[src/rtl/sp_ram_adapter_pkg.sv]
// Shared helpers for the SRAM request adapter: byte-lane and address-offset arithmetic.
// Used by sp_ram_req_adapter; alignment checking there is gated by SP_RAM_ADAPTER_ALIGN_CHECK_EN.
package sp_ram_adapter_pkg;

   // Tag half of a response; the data half is sized by the instantiating module.
   typedef struct packed {
      logic we;
      logic err;
   } resp_tag_t;

   function automatic int unsigned lane_count(input int unsigned dw);
      return dw / 8;
   endfunction

   function automatic int unsigned off_width(input int unsigned dw);
      return $clog2(dw / 8);
   endfunction

   function automatic logic [63:0] word_addr(input logic [63:0] byte_addr, input int unsigned dw);
      return byte_addr >> off_width(dw);
   endfunction

   function automatic logic misaligned(input logic [63:0] byte_addr, input int unsigned dw);
      return (byte_addr & ((64'd1 << off_width(dw)) - 64'd1)) != 64'd0;
   endfunction

endpackage

[src/rtl/sp_ram_resp_fifo.sv]
// Synchronous response FIFO for sp_ram_req_adapter: DEPTH entries (power of 2), sync active-high reset.
// Caller never pushes when full nor pops when empty.
module sp_ram_resp_fifo #(
   parameter int DEPTH = 2,
   parameter int WIDTH = 34,
   localparam int PTR_W = $clog2(DEPTH),
   localparam int CNT_W = $clog2(DEPTH + 1)
) (
   input  logic             clk,
   input  logic             rst,
   input  logic             push,
   input  logic [WIDTH-1:0] din,
   input  logic             pop,
   output logic [WIDTH-1:0] dout,
   output logic             full,
   output logic             empty,
   output logic [CNT_W-1:0] cnt
);

   logic [WIDTH-1:0] mem [DEPTH];
   logic [PTR_W-1:0] rd_ptr;
   logic [PTR_W-1:0] wr_ptr;

   // NOTE: storage is deliberately not reset; the pointers and count alone decide which entries are valid.
   always_ff @(posedge clk) begin
      if (push) begin
         mem[wr_ptr] <= din;
      end
   end

   // NOTE: all state updates use non-blocking assignments so every register samples pre-edge values.
   always_ff @(posedge clk) begin
      if (rst) begin
         rd_ptr <= '0;
         wr_ptr <= '0;
         cnt    <= '0;
      end else begin
         if (push) begin
            wr_ptr <= wr_ptr + 1'b1;
         end
         if (pop) begin
            rd_ptr <= rd_ptr + 1'b1;
         end
         case ({push, pop})
            2'b10:   cnt <= cnt + CNT_W'(1);
            2'b01:   cnt <= cnt - CNT_W'(1);
            default: cnt <= cnt;
         endcase
      end
   end

   assign dout  = mem[rd_ptr];
   assign full  = (cnt == CNT_W'(DEPTH));
   assign empty = (cnt == '0);

endmodule

[src/rtl/sp_ram_req_adapter.sv]
// Req/gnt + rvalid/rready front-end for the byte-enabled single-port SRAM, with in-order buffered responses.
// Define SP_RAM_ADAPTER_ALIGN_CHECK_EN to reject misaligned byte addresses with an error response.
module sp_ram_req_adapter
   import sp_ram_adapter_pkg::*;
#(
   parameter int ADDR_WIDTH = 8,
   parameter int DATA_WIDTH = 32,
   parameter int BUF_DEPTH  = 2,
   localparam int NB   = DATA_WIDTH / 8,
   localparam int BA_W = ADDR_WIDTH + $clog2(NB)
) (
   input  logic                  clk,
   input  logic                  rst,
   input  logic                  req_i,
   output logic                  gnt_o,
   input  logic [BA_W-1:0]       addr_i,
   input  logic                  we_i,
   input  logic [NB-1:0]         be_i,
   input  logic [DATA_WIDTH-1:0] wdata_i,
   output logic                  rvalid_o,
   input  logic                  rready_i,
   output logic [DATA_WIDTH-1:0] rdata_o,
   output logic                  rwe_o,
   output logic                  err_o,
   output logic                  ram_en_o,
   output logic                  ram_we_o,
   output logic [ADDR_WIDTH-1:0] ram_addr_o,
   output logic [NB-1:0]         ram_be_o,
   output logic [DATA_WIDTH-1:0] ram_wdata_o,
   input  logic [DATA_WIDTH-1:0] ram_rdata_i
);

   typedef struct packed {
      logic [DATA_WIDTH-1:0] rdata;
      resp_tag_t             tag;
   } resp_t;

   localparam int CNT_W = $clog2(BUF_DEPTH + 1);

   logic             infl;
   logic             infl_we;
   logic             infl_err;
   logic             accept;
   logic             mis;
   resp_t            resp_now;
   resp_t            fifo_head;
   logic             fifo_push;
   logic             fifo_pop;
   logic             fifo_full;
   logic             fifo_empty;
   logic [CNT_W-1:0] fifo_cnt;

   // cnt + infl < BUF_DEPTH, written so the grant depends only on registered state.
   assign gnt_o  = !rst && !fifo_full && !(infl && (fifo_cnt == CNT_W'(BUF_DEPTH - 1)));
   assign accept = req_i && gnt_o;

`ifdef SP_RAM_ADAPTER_ALIGN_CHECK_EN
   assign mis = misaligned(64'(addr_i), DATA_WIDTH);
`else
   assign mis = 1'b0;
`endif

   assign ram_en_o    = accept && !mis;
   assign ram_we_o    = ram_en_o && we_i;
   assign ram_be_o    = ram_en_o ? be_i : '0;
   assign ram_addr_o  = ADDR_WIDTH'(word_addr(64'(addr_i), DATA_WIDTH));
   assign ram_wdata_o = wdata_i;

   always_ff @(posedge clk) begin
      if (rst) begin
         infl     <= 1'b0;
         infl_we  <= 1'b0;
         infl_err <= 1'b0;
      end else begin
         infl     <= accept;
         infl_we  <= we_i;
         infl_err <= mis;
      end
   end

   // NOTE: every always_comb output gets a default first so no path can infer a latch.
   always_comb begin
      resp_now         = '0;
      resp_now.tag.we  = infl_we;
      resp_now.tag.err = infl_err;
      if (!infl_we && !infl_err) begin
         resp_now.rdata = ram_rdata_i;
      end
   end

   // A fresh response skips the buffer only when nothing older is waiting and it is taken at once.
   assign fifo_pop  = !rst && !fifo_empty && rready_i;
   assign fifo_push = !rst && infl && !(fifo_empty && rready_i);

   sp_ram_resp_fifo #(
      .DEPTH (BUF_DEPTH),
      .WIDTH ($bits(resp_t))
   ) u_fifo (
      .clk   (clk),
      .rst   (rst),
      .push  (fifo_push),
      .din   (resp_now),
      .pop   (fifo_pop),
      .dout  (fifo_head),
      .full  (fifo_full),
      .empty (fifo_empty),
      .cnt   (fifo_cnt)
   );

   always_comb begin
      rvalid_o = 1'b0;
      rdata_o  = '0;
      rwe_o    = 1'b0;
      err_o    = 1'b0;
      if (!rst) begin
         if (!fifo_empty) begin
            rvalid_o = 1'b1;
            rdata_o  = fifo_head.rdata;
            rwe_o    = fifo_head.tag.we;
            err_o    = fifo_head.tag.err;
         end else if (infl) begin
            rvalid_o = 1'b1;
            rdata_o  = resp_now.rdata;
            rwe_o    = resp_now.tag.we;
            err_o    = resp_now.tag.err;
         end
      end
   end

endmodule

[config.mk]
export PLATFORM = sky130hd
export DESIGN_NAME = sp_ram_req_adapter
export DESIGN_NICKNAME = d
export VERILOG_FILES = /design/src/rtl/sp_ram_adapter_pkg.sv /design/src/rtl/sp_ram_resp_fifo.sv /design/src/rtl/sp_ram_req_adapter.sv
export SDC_FILE = /design/constraint.sdc
export NUM_CORES = 1
export LEC_CHECK = 0
export BUFFER_PORTS_ARGS = -buffer_cell sky130_fd_sc_hd__buf_2
export CORE_MARGIN = 1
export CORE_UTILIZATION = 48
export CTS_BUF_LIST = sky130_fd_sc_hd__clkbuf_4 sky130_fd_sc_hd__clkbuf_8 sky130_fd_sc_hd__clkbuf_16
export DETAILED_ROUTE_END_ITERATION = 8
export PLACE_DENSITY = 0.8
export SYNTH_ARGS = -nofsm -noshare
export SYNTH_HDL_FRONTEND = slang
export SYNTH_SLANG_ARGS = --single-unit
[constraint.sdc]
create_clock -name clk -period 3.4 [get_ports clk]
set_input_delay 0.68 -clock clk [delete_from_list [all_inputs] [get_ports clk]]
set_output_delay 0.68 -clock clk [all_outputs]
set_load 0.01 [all_outputs]
* Yosys cells after proc, flatten, opt, wreduce, memory -nomap -nowiden *
Memory sizes are Yosys's and may differ from the RTL's. A register that Yosys moved wholly into a read port is not among the register bits.
Index checks and enable logic that the tools add are counted.

word-level totals
  bits in registers = 6
  memory bits (writable) = 66
  word-level logic and storage cells = 49
  memories = 1

memories
  name        depth  bits a word  rd ports  clocked after memory_dff  write ports  line                    text
  u_fifo.mem  2      33           1         1                         1            sp_ram_resp_fifo.sv:20  logic [WIDTH-1:0] mem [DEPTH];

operators by class
  $add $sub $neg = 4
  equality and inequality tests = 4
  multiplexer cells = 18
  reductions and logical operators = 17

operators by type and width
  kind                 count
  $mux 32              4
  $mux 1               12
  $logic_and 1x1->1    10
  $logic_not 1->1      5
  $eq 2x1->1 const B   2
  $eq 2x2->1 const B   2
  $mux 4               1
  $pmux 2 s2           1
  $add 1x1->1 const B  2
  $add 2x1->2 const B  1
  $logic_not 2->1      1
  $reduce_bool 2->1    1
  $sub 2x1->2 const B  1

* Depth between registers and ports, before layout *
  word-level depth = 6
  gate-level depth with buffers = 10

* Cells and area by module *
From an unflattened synthesis, not the netlist that was laid out.

unflattened totals
  cell total of the unflattened synthesis = 271
  area, all modules = 3,707.3 µm²

modules (own cells, without submodules)
  module              times used  cells an instance  area each (µm²)  seq. area each (µm²)
  sp_ram_resp_fifo    1           128                2,650.0          2,142.1
  sp_ram_req_adapter  1           143                1,057.3          40.0

* Worst setup path before layout *
Ideal clock, no wire load.

  path type = input to register
  from = input port rst
  to = memory u_fifo.mem[0][0] (netlist name), enable pin
  setup time = 0.423 ns
  arrival time = 2.469 ns
  path slack = 0.508 ns
  stages = 4
  buffers on the path = 1
  cell sequence = buf_4 > nor2b_4 > nand2_1 > nor2_1

between the ends
  longest elaborated chain between the ends = 5

RTL lines
  what                             line                      text
  start: declaration               sp_ram_req_adapter.sv:13  input logic rst,
  $logic_not 1->1                  --
  $logic_and 1x1->1 (2 in series)  sp_ram_req_adapter.sv:93  assign fifo_push = !rst && infl && !(fifo_empty && rready_i);
  $mux 1                           sp_ram_resp_fifo.sv:26    if (push) begin
  $mux 1 (implied by the code)     sp_ram_resp_fifo.sv:27    mem[wr_ptr] <= din;
  end: declaration                 sp_ram_resp_fifo.sv:20

Every way passes these cells.

* Final worst setup path *
  from = register u_fifo.cnt[0]
  to = output port rdata_o[18]

between the ends
  longest elaborated chain between the ends = 3

RTL lines
  what                      line                       text
  start: declaration        sp_ram_resp_fifo.sv:17     output logic [CNT_W-1:0] cnt
  start signal: assignment  sp_ram_resp_fifo.sv:45     2'b10: cnt <= cnt + CNT_W'(1);
  start signal: assignment  sp_ram_resp_fifo.sv:46     2'b01: cnt <= cnt - CNT_W'(1);
  start signal: assignment  sp_ram_resp_fifo.sv:47     default: cnt <= cnt;
  $logic_not 2->1           sp_ram_resp_fifo.sv:54     assign empty = (cnt == '0);
  $mux 32                   sp_ram_req_adapter.sv:116  if (!fifo_empty) begin
  $mux 32                   sp_ram_req_adapter.sv:115  if (!rst) begin
  end: declaration          sp_ram_req_adapter.sv:22   output logic [DATA_WIDTH-1:0] rdata_o,

Every way passes these cells.

==> impl_metrics.toml <==
[cts]
cts.sinks = 73
clkLatencyLatePin_ns = 0.34
root_buffer = "clkbuf_8"
hold_buffers = 0
cts.reportedPaths.clkPinSlew_ns = 0.08
htreeDepth = 3
clock_path_buffers = 2
cts-buffers-inserted = 9
postCtsSetupBuffers = 0
ctsResizeCount = 0
cts_tree = "built"

[setup_path]
reg2reg_from = "u_fifo.cnt[0]$_SDFFE_PP0P_"
r2r_end = "u_fifo.cnt[1]$_SDFFE_PP0P_"
rrSetupSlack_ns = 1.00
crit_buf_inv = 3
max_stage_delay_ns = 0.52
crit_cells = 6
crit_path_cell_trace = "inv_1 > ha_1 > or2_2 > buf_4 > o32ai_2 > buf_2"
critPathLaunchType = "register"
cpMaxStageDelayCell = "or2_2"
r2r.worst_path.cells = 9
crit_family = "buffers and inverters"
critical_path_class = "register to output pin"
end_kind = "output pin"
worstPathRequired_ns = 2.72
worstPathMaxFanout = 18
cp_data_arrival_time_ns = 2.23

[sta]
tightest_slew_ns = 0.620
setup_viol = 0
worst_clock_skew_ns = 0.00589
period_needed_ns = 2.91
slew_violations = 0
rsz0062_at_grt = "false"
setup_tns_ns = 0
report.final.hold_viol_count = 0
fin_crit_sh_pct = 85.7
slew_headroom_pct = 58.5
whs_ns = 0.514
max_freq_ghz = 0.343

[logic_synthesis]
yosysWarningCount = 0
synth.net_count = 390
yosysSeqAreaShare_pct = 54.4
synth_seq_cells = 73
synth.avg_cell_area_sq_um = 12.9
synthesis.area_sq_mm = 0.00390
synthCells = 303
ys_types = 29

[cells_and_area]
fillCellCount = 666
diodes = 0
synthToLayoutAreaGrowth_pct = 10.1
drive_gt1_share_pct = 41.3
layout_commonest_cell = "buf_2"
fin_nets = 431
final_cell_mix = "buf_2, edfxtp_1, inv_1"
fin_util_pct = 55.0

[die]
fp.dieW_um = 92.1
start_util_pct = 50.0
core_sq_mm = 0.00781
dieArea_sq_mm = 0.00849
ios = 165
num_rows = 32
dieHeight_um = 92.1

[route]
drt_iter0_drc = 75
num_vias = 2317
final_antenna_net_count = 0
vias_per_cell = 5.14
wirelength_um = 6700
first_pass_iters = 4
avgRoutedWirePerCell_um = 14.9
drcViolationCount = 0

[place]
place.gp.congestion = 0.696
hpwl_um = 4620
placement.io_buffers = 81

[worst_hold_path]
min-delay-start = "u_fifo.wr_ptr$_SDFFE_PP0P_"
hold_path_end = "u_fifo.wr_ptr$_SDFFE_PP0P_"
hold_depth = 1
hp-class = "register to register"

[job]
drv_cap = 0

[power_and_ir_drop]
vdd_drop_max_v = 0.000246
p_per_area_mw_per_mm2 = 471
total_power_mw = 2.02
leakagePower_nw = 1.72

[grt]
grt_max_degree = 36
grt_use_met1_pct = 19.3
use_met3_pct = 3.48
grt_pass1_vias = 2308
grt_pass1_wl_um = 10700
overflow = 0
met2_usage_pct = 28.4
top_usage_layer = "met2"
gr-usage-all-layers_pct = 16.4
antenna_found_initial = 0

[status]
status = "finished clean"
-- report_power, final --
part | total, mW | leakage [nW] | internal (mW) | switching (mW)
Clock | 0.669 | 0.0925 | 0.344 | 0.325
Combinational | 0.329 | 0.963 | 0.141 | 0.187
Sequential | 1.03 | 0.660 | 1.01 | 0.0186
Total | 2.02 | 1.72 | 1.49 | 0.531
-- how the worst max path moves through the flow --
stage | startpoint | endpoint | slack [ns]
2_1_floorplan | rst | u_fifo.mem[0][0]$_DFFE_PP_ | 0.51
3_3_place_gp | rst | rdata_o[0] | 0.65
3_5_place_dp | rst | rdata_o[18] | 0.61
4_1_cts | u_fifo.cnt[0]$_SDFFE_PP0P_ | rdata_o[18] | 0.45
5_1_grt | u_fifo.cnt[0]$_SDFFE_PP0P_ | rdata_o[18] | 0.34
6_report | u_fifo.cnt[0]$_SDFFE_PP0P_ | rdata_o[18] | 0.49
-- per-stage QoR --
stage / std cells / cell area (sq um) / worst slack (ns)
floorplan: 303 / 3900 / 0.508
global placement: 435 / 4090 / 0.652
detailed placement: 435 / 4090 / 0.609
CTS: 451 / 4300 / 0.446
global route: 451 / 4300 / 0.339
finish: 451 / 4300 / 0.487
-- flip-flops by register name, indices dropped and copies added (netlist names), named ones only --
register / count
infl: 1
infl_we: 1
u_fifo.cnt: 2
u_fifo.mem: 66
u_fifo.rd_ptr: 1
u_fifo.wr_ptr: 1
-- routing by layer --
layer / share of wire (%) / wire length (um)
met5: 0 / 0
met4: 2.5 / 169
met3: 5.1 / 342
met2: 51 / 3400
met1: 42 / 2790
-- logic make-up (layout without fill, tap and decap cells) --
family                     after synthesis  in the layout  share of synthesized area (%)
other                                    1              1                         0.0962
DFF                                     73             73                           54.4
adders and majority gates                4              4                           1.28
muxes                                   33             33                           8.47
and+or+nand+nor                         52             52                           6.00
xor gates and xnor gates                 2              2                          0.449
AOI/OAI and AO/OA                       41             41                           14.5
buffers and inverters                   97            143                           14.8
-- final cells by class --
| class | instances | area, sq um | share of cell area, % |
|---|---|---|---|
| clock inverters | 7 | 78.8 | 1.84 |
| well taps | 102 | 128 | 2.97 |
| repair buffers | 90 | 485 | 11.3 |
| inverters | 37 | 139 | 3.23 |
| clock buffers | 9 | 124 | 2.88 |
| multi-input cells | 133 | 1220 | 28.3 |
| flip-flops and latches | 73 | 2120 | 49.5 |
-- cells in the mapped netlist --
cell / n / area (sq um)
nor2b_4: 1 / 13.8
or2_1: 1 / 6.26
conb_1: 1 / 3.75
nor2b_1: 1 / 6.26
o21bai_1: 1 / 7.51
buf_6: 6 / 67.6
edfxtp_1: 66 / 1980
xor2_1: 2 / 17.5
buf_4: 42 / 315
a21oi_1: 3 / 15.0
buf_2: 8 / 40.0
nand2_1: 2 / 7.51
o21ai_0: 2 / 10.0
nand2_2: 1 / 6.26
and3_1: 5 / 31.3
a211oi_1: 2 / 15.0
o32ai_2: 30 / 488
clkbuf_1: 2 / 7.51
ha_1: 4 / 50.1
a211oi_2: 1 / 12.5
dfxtp_1: 7 / 140
mux2i_1: 33 / 330
or3_1: 1 / 6.26
inv_1: 37 / 139
nor2_1: 37 / 139
nand3_1: 1 / 5.00
o32ai_1: 2 / 17.5
and2_1: 2 / 12.5
buf_1: 2 / 7.51
Power figures use the tool's default switching activity.
